===== src/rtl/fifo_wr_ctrl_pkg.sv =====
// -----------------------------------------------------------------------------
// fifo_wr_ctrl_pkg
// Shared definitions for the FIFO write-side controller:
//   - state_t      : controller state (INIT, RUN)
//   - INIT_LAST    : final value of the INIT cycle counter (counts 0..2)
//   - bin2gray     : binary -> Gray conversion (32-bit container, zero-extend
//                    narrower pointers and truncate the result)
//   - gray2bin     : Gray -> binary conversion (same container convention)
// -----------------------------------------------------------------------------
package fifo_wr_ctrl_pkg;

  typedef enum logic {
    INIT = 1'b0,
    RUN  = 1'b1
  } state_t;

  localparam logic [1:0] INIT_LAST = 2'd2;

  function automatic logic [31:0] bin2gray(input logic [31:0] b);
    return b ^ (b >> 1);
  endfunction

  // Prefix XOR from the MSB down; upper zero bits of a narrower pointer do
  // not disturb the lower result bits.
  function automatic logic [31:0] gray2bin(input logic [31:0] g);
    logic [31:0] b;
    b = g;
    for (int s = 1; s < 32; s = s * 2) begin
      b = b ^ (b >> s);
    end
    return b;
  endfunction

endpackage


===== src/rtl/fifo_wr_ctrl_ptr_sync.sv =====
// -----------------------------------------------------------------------------
// ptr_sync
// Two-flop synchronizer for a Gray-coded pointer crossing into sys_clk.
// Only one bit changes per pointer step, so each captured word is either the
// old or the new pointer value.
//   sys_clk    in   destination clock
//   sys_rst_n  in   asynchronous active-low reset (flops clear to 0)
//   d          in   WIDTH  pointer from the foreign clock domain
//   q          out  WIDTH  synchronized pointer (2 cycles of latency)
// -----------------------------------------------------------------------------
module ptr_sync #(
  parameter int WIDTH = 4
) (
  input  logic             sys_clk,
  input  logic             sys_rst_n,
  input  logic [WIDTH-1:0] d,
  output logic [WIDTH-1:0] q
);

  logic [WIDTH-1:0] meta_p0;

  always_ff @(posedge sys_clk or negedge sys_rst_n) begin
    if (!sys_rst_n) begin
      meta_p0 <= '0;
      q       <= '0;
    end else begin
      // stage 0: first capture (may go metastable)
      meta_p0 <= d;
      // stage 1: settled copy
      q       <= meta_p0;
    end
  end

endmodule


===== src/rtl/fifo_wr_ctrl.sv =====
// -----------------------------------------------------------------------------
// fifo_wr_ctrl
// Write-side controller of an asynchronous FIFO. Owns the binary write
// pointer, drives the RAM write port, publishes a Gray-coded write pointer to
// the read domain and derives occupancy / full from a synchronized copy of
// the read pointer. After reset release the block spends 3 cycles in INIT
// (reporting full, ignoring requests) before accepting writes.
//
// Optional feature: define FIFO_WR_AF_EN to add the almost_full output.
//
// Parameters
//   ADDR_WIDTH  RAM address width, DEPTH = 2**ADDR_WIDTH
//   AF_THRESH   free-slot count at or below which almost_full asserts
// Ports
//   sys_clk      in   1             clock, rising edge
//   sys_rst_n    in   1             asynchronous active-low reset
//   wr_req       in   1             write request
//   wr_ack       out  1             write accepted this cycle
//   ram_we       out  1             RAM write enable
//   ram_waddr    out  ADDR_WIDTH    RAM write address
//   rd_ptr_gray  in   ADDR_WIDTH+1  Gray read pointer (foreign clock)
//   wr_ptr_gray  out  ADDR_WIDTH+1  registered Gray write pointer
//   full         out  1             no free slot (also held high in INIT)
//   almost_full  out  1             free slots <= AF_THRESH (FIFO_WR_AF_EN)
//   wr_count     out  ADDR_WIDTH+1  occupancy seen from the write side
// -----------------------------------------------------------------------------
module fifo_wr_ctrl
  import fifo_wr_ctrl_pkg::*;
#(
  parameter int ADDR_WIDTH = 8,
  parameter int AF_THRESH  = 4
) (
  input  logic                  sys_clk,
  input  logic                  sys_rst_n,
  input  logic                  wr_req,
  output logic                  wr_ack,
  output logic                  ram_we,
  output logic [ADDR_WIDTH-1:0] ram_waddr,
  input  logic [ADDR_WIDTH:0]   rd_ptr_gray,
  output logic [ADDR_WIDTH:0]   wr_ptr_gray,
  output logic                  full,
`ifdef FIFO_WR_AF_EN
  output logic                  almost_full,
`endif
  output logic [ADDR_WIDTH:0]   wr_count
);

  localparam int PW    = ADDR_WIDTH + 1;
  localparam int DEPTH = 1 << ADDR_WIDTH;

  state_t         state, state_nxt;
  logic [1:0]     init_cnt, init_cnt_nxt;
  logic           in_run;

  logic [PW-1:0]  wr_bin, wr_bin_nxt;
  logic [PW-1:0]  wr_gray_nxt;
  logic [PW-1:0]  rd_gray_sync;
  logic [PW-1:0]  rd_bin_s;

  // ---------------------------------------------------------------------------
  // Control FSM: INIT for cycles 0..2 after reset release, then RUN
  // ---------------------------------------------------------------------------
  always_ff @(posedge sys_clk or negedge sys_rst_n) begin
    if (!sys_rst_n) begin
      state    <= INIT;
      init_cnt <= 2'd0;
    end else begin
      state    <= state_nxt;
      init_cnt <= init_cnt_nxt;
    end
  end

  always_comb begin
    state_nxt    = state;
    init_cnt_nxt = init_cnt;
    case (state)
      INIT: begin
        if (init_cnt == INIT_LAST) begin
          state_nxt = RUN;
        end else begin
          init_cnt_nxt = init_cnt + 2'd1;
        end
      end
      RUN:     state_nxt = RUN;
      default: state_nxt = INIT;
    endcase
  end

  assign in_run = (state == RUN);

  // ---------------------------------------------------------------------------
  // Read-pointer crossing: 2-flop sync, then registered Gray -> binary
  // ---------------------------------------------------------------------------
  ptr_sync #(
    .WIDTH (PW)
  ) u_rd_sync (
    .sys_clk   (sys_clk),
    .sys_rst_n (sys_rst_n),
    .d         (rd_ptr_gray),
    .q         (rd_gray_sync)
  );

  always_ff @(posedge sys_clk or negedge sys_rst_n) begin
    if (!sys_rst_n) begin
      rd_bin_s <= '0;
    end else begin
      rd_bin_s <= PW'(gray2bin(32'(rd_gray_sync)));
    end
  end

  // ---------------------------------------------------------------------------
  // Occupancy and write acceptance (combinational from registered state).
  // The read pointer is at least 3 cycles stale, so full can only linger,
  // never clear early.
  // ---------------------------------------------------------------------------
  assign wr_count  = wr_bin - rd_bin_s;
  assign full      = ~in_run | (wr_count == PW'(DEPTH));
  assign wr_ack    = in_run & wr_req & ~full;
  assign ram_we    = wr_ack;
  assign ram_waddr = wr_bin[ADDR_WIDTH-1:0];

`ifdef FIFO_WR_AF_EN
  logic [PW-1:0] free_slots;
  assign free_slots  = PW'(DEPTH) - wr_count;
  assign almost_full = ~in_run | (free_slots <= PW'(AF_THRESH));
`endif

  // ---------------------------------------------------------------------------
  // Write pointer: Gray copy is computed from the next binary value so both
  // registers change on the same edge.
  // ---------------------------------------------------------------------------
  assign wr_bin_nxt  = wr_bin + {{(PW-1){1'b0}}, wr_ack};
  assign wr_gray_nxt = PW'(bin2gray(32'(wr_bin_nxt)));

  always_ff @(posedge sys_clk or negedge sys_rst_n) begin
    if (!sys_rst_n) begin
      wr_bin      <= '0;
      wr_ptr_gray <= '0;
    end else begin
      wr_bin      <= wr_bin_nxt;
      wr_ptr_gray <= wr_gray_nxt;
    end
  end

endmodule


===== config.mk =====
export PLATFORM = sky130hd
export DESIGN_NAME = fifo_wr_ctrl
export DESIGN_NICKNAME = d
export VERILOG_FILES = /design/src/rtl/fifo_wr_ctrl_pkg.sv /design/src/rtl/fifo_wr_ctrl_ptr_sync.sv /design/src/rtl/fifo_wr_ctrl.sv
export SDC_FILE = /design/constraint.sdc
export NUM_CORES = 1
export LEC_CHECK = 0
export CORE_MARGIN = 5
export CORE_UTILIZATION = 54
export CTS_CLUSTER_DIAMETER = 80
export DETAILED_ROUTE_END_ITERATION = 8
export PLACE_DENSITY = 0.87
export SKIP_LAST_GASP = 1
export SYNTH_ARGS = -nofsm -noshare
export SYNTH_HDL_FRONTEND = slang
export SYNTH_SLANG_ARGS = --single-unit
export TNS_END_PERCENT = 30

===== constraint.sdc =====
create_clock -name sys_clk -period 7.8 [get_ports sys_clk]
set_clock_uncertainty 0.05 [all_clocks]
set_input_delay 1.56 -clock sys_clk [delete_from_list [all_inputs] [get_ports sys_clk]]
set_output_delay 1.56 -clock sys_clk [all_outputs]
set_load 0.05 [all_outputs]

[After elaboration in Yosys (flattened, before gate mapping)]
Cells that the tools add are included.
W data, S select, Z words.
Word-level totals
  flip-flop bits (word level): 48
  latch bits: 0
  memory bits (writable): 0
  ROM bits: 0
  input bits: 12
  output and inout port bits: 29
  logic and storage cells: 27
  memories: 0
Operators by class
  $add $sub $neg: 3
  multipliers: 0
  divide/modulo/power cells: 0
  magnitude comparators: 0
  equality and inequality tests: 2
  shift-type cells: 0
  muxes and demuxes: 2
  bitwise operators: 12
  reduce and logical (&&, ||, !) cells: 1
Operators by type and width (count)
  $xor A9 B8 Y9: 2
  $add A9 B1 Y9: 1
  $eq A9 B9 Y1 const B: 1
  $sub A9 B9 Y9: 1
  $xor A9 B1 Y9: 1
  $xor A9 B1 Y9 const B: 1
  $xor A9 B5 Y9: 1
  $xor A9 B7 Y9: 1
  $not A1 Y1: 3
  $add A2 B1 Y2 const B: 1
  $and A1 B1 Y1: 2
  $eq A2 B2 Y1 const B: 1
  $pmux W1 S2: 1
  $reduce_and A2 Y1: 1
  $mux W1: 1
  $or A1 B1 Y1: 1

[Logic depth before layout (Yosys ltp)]
Gate-level depths: netlist of the first run.
  word-level depth: 7
  depth in mapped cells: 14

[Hierarchy]
Synthesis of the first run repeated with hierarchy kept, for this count alone.
Second synthesis, totals
  cells, all modules: 157
  area, all modules: 1990.7 µm²
Modules (own cells, without submodules)
  fifo_wr_ctrl: instances 1, cells an instance 139, area each 1540.2 µm², sequential area each 725.7 µm²
  ptr_sync: instances 1, cells an instance 18, area each 450.4 µm², sequential area each 450.4 µm²

[Worst setup path after synthesis of the first run]
OpenSTA, ideal clock, no wires.
  path type: reg2out
  start: register wr_bin[0]
  end: output port full
  arrival time: 4.464 ns
  required time: 6.190 ns
  path slack: 1.726 ns
  stages on the path, launching flop included: 10
  buffers on the path: 0
  cell sequence: dfrtp_1 inv_1 ha_1 fa_1 nor2b_1 o21ai_0 o2111a_1 a211oi_1 nand4bb_1 o31ai_1
Between the ends
  longest elaborated chain between the ends: 3
RTL lines
  from (decl): line fifo_wr_ctrl.sv:55  | logic [PW-1:0] wr_bin, wr_bin_nxt;
  from (signal assigned): line fifo_wr_ctrl.sv:140  | wr_bin <= wr_bin_nxt;
  $sub A9 B9 Y9: line fifo_wr_ctrl.sv:116  | assign wr_count = wr_bin - rd_bin_s;
  via wr_count[8]: line fifo_wr_ctrl.sv:45  | output logic [ADDR_WIDTH:0] wr_count
  $eq A9 B9 Y1: line fifo_wr_ctrl.sv:117  | assign full = ~in_run | (wr_count == PW'(DEPTH));
  $or A1 B1 Y1: line fifo_wr_ctrl.sv:117
  to (decl): line fifo_wr_ctrl.sv:41  | output logic full,
The timed path passes the listed nets, and every way through them passes these cells.

[Worst setup path in the final report of the first run]
  start: register wr_bin[0]
  end: output port wr_ack
Between the ends
  longest elaborated chain between the ends: 5
RTL lines
  $sub A9 B9 Y9: line fifo_wr_ctrl.sv:116
  $eq A9 B9 Y1: line fifo_wr_ctrl.sv:117
  $or A1 B1 Y1: line fifo_wr_ctrl.sv:117
  $not A1 Y1: line fifo_wr_ctrl.sv:118  | assign wr_ack = in_run & wr_req & ~full;
  $and A1 B1 Y1: line fifo_wr_ctrl.sv:118
  to (decl): line fifo_wr_ctrl.sv:36  | output logic wr_ack,
Every way passes these cells.

==> metrics.md, run 1 <==
| Metric | Value |
|---|---|
| Outcome | `finished clean` |
| Placer Congestion | `0.861` |
| CP Class | `flip-flop to output port` |
| Post-cts sizing count | `0` |
| Detailed-route wire length per cell | `13.6 µm` |
| Relative slew slack | `0.347` |
| Max Root-Sink Buffers | `2` |
| # fillers | `258` |
| Fmax | `202 MHz` |
| Postcts setup bufs | `0` |
| Vias in the first global route | `1,255` |
| Fraction of layout cells with a size suffix above 1 | `0.0707` |
| CP required | `6.19 ns` |
| Commonest non-fill, non-tap cell in the layout | `dfrtp_1` |
| Flop2flop setup slack | `4.17 ns` |
| Final layout net count | `221` |
| Avg Cell Area, Syn | `13.0 µm²` |
| Clk root buf | `clkbuf_8` |
| Vias | `1,223` |
| Number of synthesized flops with an enable pin | `0` |
| CP Cell Sequence | `inv_1 -> ha_1 -> fa_1 -> nor2b_1 -> o21ai_0 -> o2111a_1 -> a211oi_1 -> nand4bb_1 -> o311a_1 -> clkdlybuf4s50_1` |
| Initial antenna violation count | `0` |
| Syn Nets | `176` |
| Total grt overflow | `0` |
| Die X | `70.6 µm` |
| Via-per-instance ratio | `4.97` |
| Clock slew at reported path FFs | `0.08 ns` |
| Crit end category | `output port` |
| Area grow syn2layout | `26.7%` |
| First-pass GRT wire length | `5770 µm` |
| Worst setup path startpoint | `wr_bin[0]` |
| Most frequent cells in the layout | `dfrtp_1 (47), clkdlybuf4s50_1 (39), inv_1 (18)` |
| Die Area | `0.00498 mm²` |
| Crit path to | `wr_ack` |
| Cts hold-fix bufs | `0` |
| Crit path arrival time | `3.35 ns` |
| Post-Synthesis Cells | `152` |
| Height of the die | `70.6 µm` |
| CTS Buf Count | `5` |
| First DRT Iteration DRCs | `74` |
| Ys async rst share | `1.00` |
| CP Max Fanout | `3` |
| First-pass iteration count of the detailed router | `4` |
| DRC violations left | `0` |
| Slowest-stage cell, CP | `clkdlybuf4s50_1` |
| Rows | `22` |
| FF-to-FF path depth | `14` |
| Synth warn | `0` |
| Worst R2R Start | `wr_bin[0]` |
| Setup TNS | `0 ns` |
| I/O pins | `41` |
| Crit path launch type | `flip-flop` |
| Synth Register Bits | `47` |
| Clock sink total | `47` |
| Initial Utilization | `0.550` |
| Total wire length | `3350 µm` |
| Core ar. | `0.00361 mm²` |
| Post-route ant nets | `0` |
| Total GRT Usage | `0.148` |
| Pin count of the biggest net entering global routing | `48` |
| Crit path max-delay family | `compound AO/OA/AOI/OAI gates` |
| Syn Std Cell Area | `0.00198 mm²` |
| Max cap viols | `0` |
| Htree depth | `2` |
| Port Buf Inserts | `40` |
| Final-report hold violation count | `0` |
| Register area share after synthesis | `0.593` |
| Clock Latency Late Sink | `0.29 ns` |
| Period utilisation layout | `0.636` |
| RSZ-0062 raised after global routing | `false` |
| Top_reg_cell synth | `dfrtp_1` |
| Antenna cell count | `0` |
| Cell depth of the worst setup path | `10` |
| Worst reg2reg path endpoint | `wr_ptr_gray[4]` |
| Minimum clock period | `4.96 ns` |
| CP max stage delay | `0.72 ns` |
| Worst Path Buf+Inv | `2` |
| Slew Viols, Final | `0` |
| Final setup viols | `0` |
| Hold/Removal Path Class | `flip-flop to flip-flop` |
| Cell variety after synth | `33` |
| Clock tree from TritonCTS | `yes` |
| HPWL after DPL | `2660 µm` |
| Tightest Pin Transition | `0.980 ns` |
[cell families (layout without fill, tap and decap cells)]
family,Yosys count,after routing,synth area share
AO/OA/AOI/OAI,20,20,0.0657
XOR/XNOR,31,31,0.160
adder cells (fa/ha/maj),12,12,0.0795
buffers and inverters,20,66,0.0398
flip-flops,47,47,0.593
AND/OR/NAND/NOR,22,22,0.0612
[per-stage QoR]
stage                     utilization  cells  area (µm²)  worst slack (ns)  hold WS [ns]
after floorplan                     -    152        1980              1.73         0.281
after global placement          0.673    238        2430              3.12         0.281
after detailed placement        0.673    238        2430              3.12         0.285
after CTS                       0.696    246        2510              2.82         0.303
after global routing            0.696    246        2510              2.57         0.306
final                           0.696    246        2510              2.84         0.303
[cell usage after synthesis (2+ instances only)]
| library cell | number | area [µm²] |
|---|---|---|
| dfrtp_1 | 47 | 1180 |
| inv_1 | 18 | 67.6 |
| xor2_1 | 16 | 140 |
| ha_1 | 11 | 138 |
| xnor2_1 | 10 | 87.6 |
| o21ai_0 | 7 | 35.0 |
| nand2_1 | 5 | 18.8 |
| a21oi_1 | 4 | 20.0 |
| nand4_1 | 3 | 18.8 |
| nor2_1 | 3 | 11.3 |
| nor2b_1 | 3 | 18.8 |
| o21a_1 | 2 | 15.0 |
| xnor2_2 | 2 | 32.5 |
| xor2_2 | 2 | 32.5 |
[worst min-delay path by stage]
| stage | from | end | slack [ns] | cells after the start |
|---|---|---|---|---|
| after global routing | u_rd_sync.meta_p0[6] | u_rd_sync.q[6] | 0.31 | 0 |
| after detailed placement | u_rd_sync.meta_p0[6] | u_rd_sync.q[6] | 0.28 | 0 |
| after global placement | u_rd_sync.meta_p0[6] | u_rd_sync.q[6] | 0.28 | 0 |
| after floorplan | u_rd_sync.meta_p0[0] | u_rd_sync.q[0] | 0.28 | 0 |
| final | u_rd_sync.meta_p0[6] | u_rd_sync.q[6] | 0.30 | 0 |
| after CTS | u_rd_sync.meta_p0[6] | u_rd_sync.q[6] | 0.30 | 0 |
[registers in the layout, indices dropped and copies added, names as in the netlist]
signal             flops
u_rd_sync.meta_p0      9
init_cnt               2
wr_ptr_gray            8
wr_bin                 9
u_rd_sync.q            9
in_run                 1
rd_bin_s               9
[final cells by class]
cell class	instances	area, µm²	share of cell area
clock buffers	6	72.6	0.0289
clock inverters	2	12.5	0.00498
inverters	18	67.6	0.0269
multi-input cells	85	727	0.289
flip-flops and latches	47	1180	0.468
well taps	48	60.1	0.0239
repair buffers	40	395	0.157
[layer usage]
metal,vias to the layer above,routed length (µm),track usage
li1,581,-,-
met1,596,1300,0.170
met2,40,1810,0.258
met3,6,190,0.0511
met4,0,41,0.0501
met5,-,0,0
Power of run 1 is left out: the tool's default activity adds up to more than one toggle a clock period on the data nets, which glitch-free logic cannot reach.
==> run 2: changes to the inputs <==
--- a/config.mk
+++ b/config.mk
@@ -6,10 +6,10 @@
 export NUM_CORES = 1
 export LEC_CHECK = 0
 export CORE_MARGIN = 5
-export CORE_UTILIZATION = 54
+export CORE_UTILIZATION = 50
 export CTS_CLUSTER_DIAMETER = 80
 export DETAILED_ROUTE_END_ITERATION = 8
-export PLACE_DENSITY = 0.87
+export PLACE_DENSITY = 0.81
 export SKIP_LAST_GASP = 1
 export SYNTH_ARGS = -nofsm -noshare
 export SYNTH_HDL_FRONTEND = slang
==> constraint.sdc (replaced) <==
create_clock -name sys_clk -period 5 [get_ports sys_clk]
set_clock_uncertainty 0.05 [all_clocks]
set_input_delay 1 -clock sys_clk [delete_from_list [all_inputs] [get_ports sys_clk]]
set_output_delay 1 -clock sys_clk [all_outputs]
set_load 0.05 [all_outputs]
==> run 2 against run 1 <==
Compared with the run above: hold slack got worse by 0.0025 ns; first-iteration DRC count shrank 19%; via count about the same; largest cell class unchanged; cell area increased by 1.7%; sequential cell count is the same; critical path type unchanged; register-to-register slack got worse by 2.9 ns; worst setup slack got worse by 2.3 ns; wire length rose by 2.3%; critical path depth stayed put; cell count is the same.
==> metrics.md, run 2 (synthesized netlist as in run 1, its figures left out) <==
| Metric | Value |
|---|---|
| CP required | `3.95 ns` |
| FF-to-FF path depth | `14` |
| Multi-input logic area | `737 µm²` |
| Crit end category | `output port` |
| Post-route setup slack | `0.517 ns` |
| Util after Layout | `0.682` |
| Total wire length | `3420 µm` |
| Via-per-instance ratio | `4.97` |
| Clock slew at reported path FFs | `0.08 ns` |
| Pin count of the biggest net entering global routing | `48` |
| Final setup viols | `0` |
| Crit path launch type | `flip-flop` |
| Vias in the first global route | `1,331` |
| Post-route ant nets | `0` |
| Placer Congestion | `0.807` |
| Total GRT Usage | `0.144` |
| Register area | `0.00118 mm²` |
| Initial Utilization | `0.529` |
| CP Max Fanout | `3` |
| Setup TNS | `0 ns` |
| Max Root-Sink Buffers | `2` |
| Detailed-route wire length per cell | `13.9 µm` |
| Max cap viols | `0` |
| Routed wl met3 | `207 µm` |
| Rows | `22` |
| Worst reg2reg path endpoint | `wr_ptr_gray[4]` |
| Total grt overflow | `0` |
| I/O pins | `41` |
| Worst Min Path Start | `u_rd_sync.meta_p0[6]` |
| Vias | `1,222` |
| CTS Buf Count | `5` |
| Outcome | `finished clean` |
| Met2 routed WL | `1770 µm` |
| Commonest non-fill, non-tap cell in the layout | `dfrtp_1` |
| Clock Latency Late Sink | `0.29 ns` |
| Flop2flop setup slack | `1.30 ns` |
| Clock sink total | `47` |
| Final layout net count | `221` |
| Hold/Removal Path Class | `flip-flop to flip-flop` |
| Most frequent cells in the layout | `dfrtp_1 (47), clkdlybuf4s50_1 (39), inv_1 (18)` |
| Height of the die | `73.0 µm` |
| Post-place setup slack | `0.796 ns` |
| Initial antenna violation count | `0` |
| Clk root buf | `clkbuf_8` |
| RSZ-0062 raised after global routing | `false` |
| Relative slew slack | `0.357` |
| Final-report hold violation count | `0` |
| Crit path arrival time | `3.43 ns` |
| Clock tree from TritonCTS | `yes` |
| Wire length on met1 | `1360 µm` |
| Die Area | `0.00532 mm²` |
| First-pass iteration count of the detailed router | `4` |
| Hold Path Sink | `u_rd_sync.q[6]` |
| Fraction of layout cells with a size suffix above 1 | `0.0859` |
| CP Class | `flip-flop to output port` |
| Htree depth | `2` |
| Fmax | `223 MHz` |
| First-pass GRT wire length | `5870 µm` |
| DRC violations left | `0` |
| Minimum clock period | `4.48 ns` |
| Uppermost layer routed | `met4` |
| Worst R2R Start | `wr_bin[0]` |
| Die X | `73.0 µm` |
| Slew Viols, Final | `0` |
| Port Buf Inserts | `40` |
| Postcts setup bufs | `0` |
| First DRT Iteration DRCs | `60` |
| Area grow syn2layout | `28.9%` |
| Cts hold-fix bufs | `0` |
| HPWL after DPL | `2690 µm` |
| Tightest Pin Transition | `0.964 ns` |
| Antenna cell count | `0` |
| Period utilisation layout | `0.897` |
| Min-Delay Path Depth | `0` |
| Post-cts sizing count | `0` |
| # fillers | `289` |
| Core ar. | `0.00374 mm²` |
==> run 2: final cells by class <==
cell class / count / area share
clock buffer: 6 / 0.0323
clock inverter: 2 / 0.0137
inverter: 18 / 0.0265
multi-input combinational: 85 / 0.289
sequential: 47 / 0.461
tap: 48 / 0.0235
timing repair buffer: 40 / 0.155
==> run 2: worst max-delay path by stage <==
stage                          from  endpoint  slack, ns  depth (start not counted)
after floorplan           wr_bin[0]    wr_ack       0.22                         10
after global placement    wr_bin[0]    wr_ack       0.98                         10
after detailed placement  wr_bin[0]    wr_ack       0.80                         10
after CTS                 wr_bin[0]    wr_ack       0.48                         10
after global routing      wr_bin[0]    wr_ack       0.30                         10
final                     wr_bin[0]    wr_ack       0.52                         10
==> run 2: critical path: stages, from the launching register on <==
cell and delay (ns):
dfrtp_1 0.39, inv_1 0.06, ha_1 0.22, fa_1 0.41
nor2b_1 0.11, o21ai_0 0.13, o21ai_0 0.35, xor2_1 0.13
nand4bb_1 0.25, o311a_1 0.37, clkdlybuf4s50_1 0.72
==> run 2: layer usage <==
layer	global-route usage	vias up
met2	0.254	37
met5	0	-
met1	0.165	598
met4	0.0594	0
met3	0.0358	7
li1	-	580
==> run 2: per-stage QoR <==
| step | hold slack [ns] | area, µm² | cells |
|---|---|---|---|
| global placement | 0.282 | 2440 | 238 |
| finish | 0.301 | 2550 | 246 |
| CTS | 0.303 | 2550 | 246 |
| global route | 0.314 | 2550 | 246 |
| detailed placement | 0.285 | 2440 | 238 |
| floorplan | 0.281 | 1990 | 152 |
Power of run 2 is left out for the same reason.
==> run 3: changes to the inputs <==
--- a/config.mk
+++ b/config.mk
@@ -5,10 +5,13 @@
 export SDC_FILE = /design/constraint.sdc
 export NUM_CORES = 1
 export LEC_CHECK = 0
+export CORE_ASPECT_RATIO = 0.8
 export CORE_MARGIN = 5
 export CORE_UTILIZATION = 50
 export CTS_CLUSTER_DIAMETER = 80
+export CTS_CLUSTER_SIZE = 20
 export DETAILED_ROUTE_END_ITERATION = 8
+export HOLD_SLACK_MARGIN = 0.06
 export PLACE_DENSITY = 0.81
 export SKIP_LAST_GASP = 1
 export SYNTH_ARGS = -nofsm -noshare
==> run 3 against run 2 <==
Compared with the run above: largest cell class unchanged; sequential cell count unchanged; core utilization is 1.7 points lower; register-to-register slack improved by 0.07 ns; count of clock-buffer cells in the layout stayed put; first-iteration DRC count is 47% lower; sequential share of layout area is 0.43 points higher; cell count grew 2.8%.
==> metrics.md, run 3 (synthesized netlist as in run 1, its figures left out) <==
| Metric | Value |
|---|---|
| CP most frequent cell | `o21ai_0` |
| # fillers | `298` |
| Period utilisation layout | `0.899` |
| Worst Path Buf+Inv | `2` |
| CP max stage delay | `0.73 ns` |
| Clock tree from TritonCTS | `yes` |
| Worst setup path startpoint | `wr_bin[0]` |
| Most frequent cells in the layout | `dfrtp_1 (47), clkdlybuf4s50_1 (39), inv_1 (18)` |
| Detailed-route wire length per cell | `13.4 µm` |
| Clock Latency Late Sink | `0.29 ns` |
| Via-per-instance ratio | `4.91` |
| Worst R2R Start | `wr_bin[0]` |
| Post-route ant nets | `0` |
| I/O pins | `41` |
| Final layout net count | `221` |
| Tightest Pin Transition | `0.986 ns` |
| Clock sink total | `47` |
| Clk root buf | `clkbuf_8` |
| Minimum clock period | `4.50 ns` |
| Placed inst area | `0.00244 mm²` |
| Relative slew slack | `0.343` |
| First DRT Iteration DRCs | `32` |
| Multi-input logic area | `737 µm²` |
| Core ar. | `0.00380 mm²` |
| CP required | `3.95 ns` |
| Total grt overflow | `0` |
| Hold/Removal Path Class | `flip-flop to flip-flop` |
| Htree depth | `2` |
| First-pass iteration count of the detailed router | `5` |
| Area grow syn2layout | `27.7%` |
| Total GRT Usage | `0.143` |
| Crit end category | `output port` |
| Final-report hold violation count | `0` |
| HPWL after DPL | `2580 µm` |
| Initial Utilization | `0.521` |
| Max Root-Sink Buffers | `2` |
| Met2 Use GR | `0.246` |
| Cts hold-fix bufs | `0` |
| Slew Viols, Final | `0` |
| Design Area, Final | `0.00253 mm²` |
| Post-cts sizing count | `0` |
| Worst Min Path Start | `u_rd_sync.meta_p0[7]` |
| Register area | `0.00118 mm²` |
| Commonest non-fill, non-tap cell in the layout | `dfrtp_1` |
| CP Class | `flip-flop to output port` |
| Outcome | `finished clean` |
| Crit path launch type | `flip-flop` |
| Fmax | `222 MHz` |
| Antenna cell count | `0` |
| Most Used Layer, Global Route | `met2` |
| Setup TNS | `0 ns` |
| Placer Congestion | `0.792` |
| CTS Buf Count | `5` |
| RSZ-0062 raised after global routing | `false` |
| Postcts setup bufs | `0` |
| Pin count of the biggest net entering global routing | `48` |
| Port Buf Inserts | `40` |
| Initial antenna violation count | `0` |
| Total wire length | `3380 µm` |
| First-pass GRT wire length | `5750 µm` |
| Height of the die | `66.3 µm` |
| Vias | `1,242` |
| Final setup viols | `0` |
| Crit path arrival time | `3.45 ns` |
| Clock slew at reported path FFs | `0.08 ns` |
| Fraction of layout cells with a size suffix above 1 | `0.0808` |
| CP Max Fanout | `3` |
| DRC violations left | `0` |
| Die Area | `0.00533 mm²` |
| Met3 GRT Util | `0.0463` |
| CP Cell Sequence | `inv_1 -> ha_1 -> fa_1 -> nor2b_1 -> o21ai_0 -> o21ai_0 -> xor2_1 -> nand4bb_1 -> o311a_1 -> clkdlybuf4s50_1` |
| Rows | `20` |
| Met1 usage | `0.160` |
| Die X | `80.4 µm` |
| Vias in the first global route | `1,300` |
| Max cap viols | `0` |
| Post-place setup slack | `0.850 ns` |
| Hold_ws | `0.302 ns` |
| Slowest-stage cell, CP | `clkdlybuf4s50_1` |
| Post-route setup slack | `0.504 ns` |
| Crit path max-delay family | `compound AO/OA/AOI/OAI gates` |
==> run 3: cell types whose count changed in the layout (fill, tap and decap cells not counted), sizes merged <==
cell,before,now
bufinv,1,0
clkinvlp,0,1
==> run 3: worst reg2reg max path, delay by kind of cell (launching register included) <==
family,cells,cell delay (ns)
compound gates,3,0.85
xor+xnor,3,0.56
fa+ha+maj,4,1.15
buf+inv,1,0.05
flops,1,0.37
simple gates,3,0.47
==> run 3: path summary, 6_finish.rpt <==
path,endpoint,slack [ns],depth (start not counted)
max in group asynchronous,rd_bin_s[5],3.48,1
worst min-delay path,u_rd_sync.q[7],0.30,0
worst max-delay path,wr_ack,0.50,10
min in group asynchronous,wr_bin[1],0.82,1
worst max register to register,wr_ptr_gray[3],1.37,14
worst min register to register,u_rd_sync.q[7],0.30,0
==> run 3: per-layer routing <==
metal | up-vias | wire, µm
met5 | - | 0
met4 | 0 | 106
met3 | 15 | 245
met2 | 50 | 1650
met1 | 592 | 1380
li1 | 585 | -
==> run 3: metrics by stage <==
stage,util,std cells
CTS,0.665,253
global route,0.665,253
global placement,0.643,245
detailed placement,0.643,245
finish,0.665,253
floorplan,-,152
==> run 3: final cells by class <==
class | count | share of cell area
well taps | 55 | 0.0272
flip-flops and latches | 47 | 0.465
clock inverters | 2 | 0.00495
clock buffers | 6 | 0.0287
inverters | 18 | 0.0267
multi-input cells | 85 | 0.291
repair buffers | 40 | 0.156
Power of run 3 is left out for the same reason.
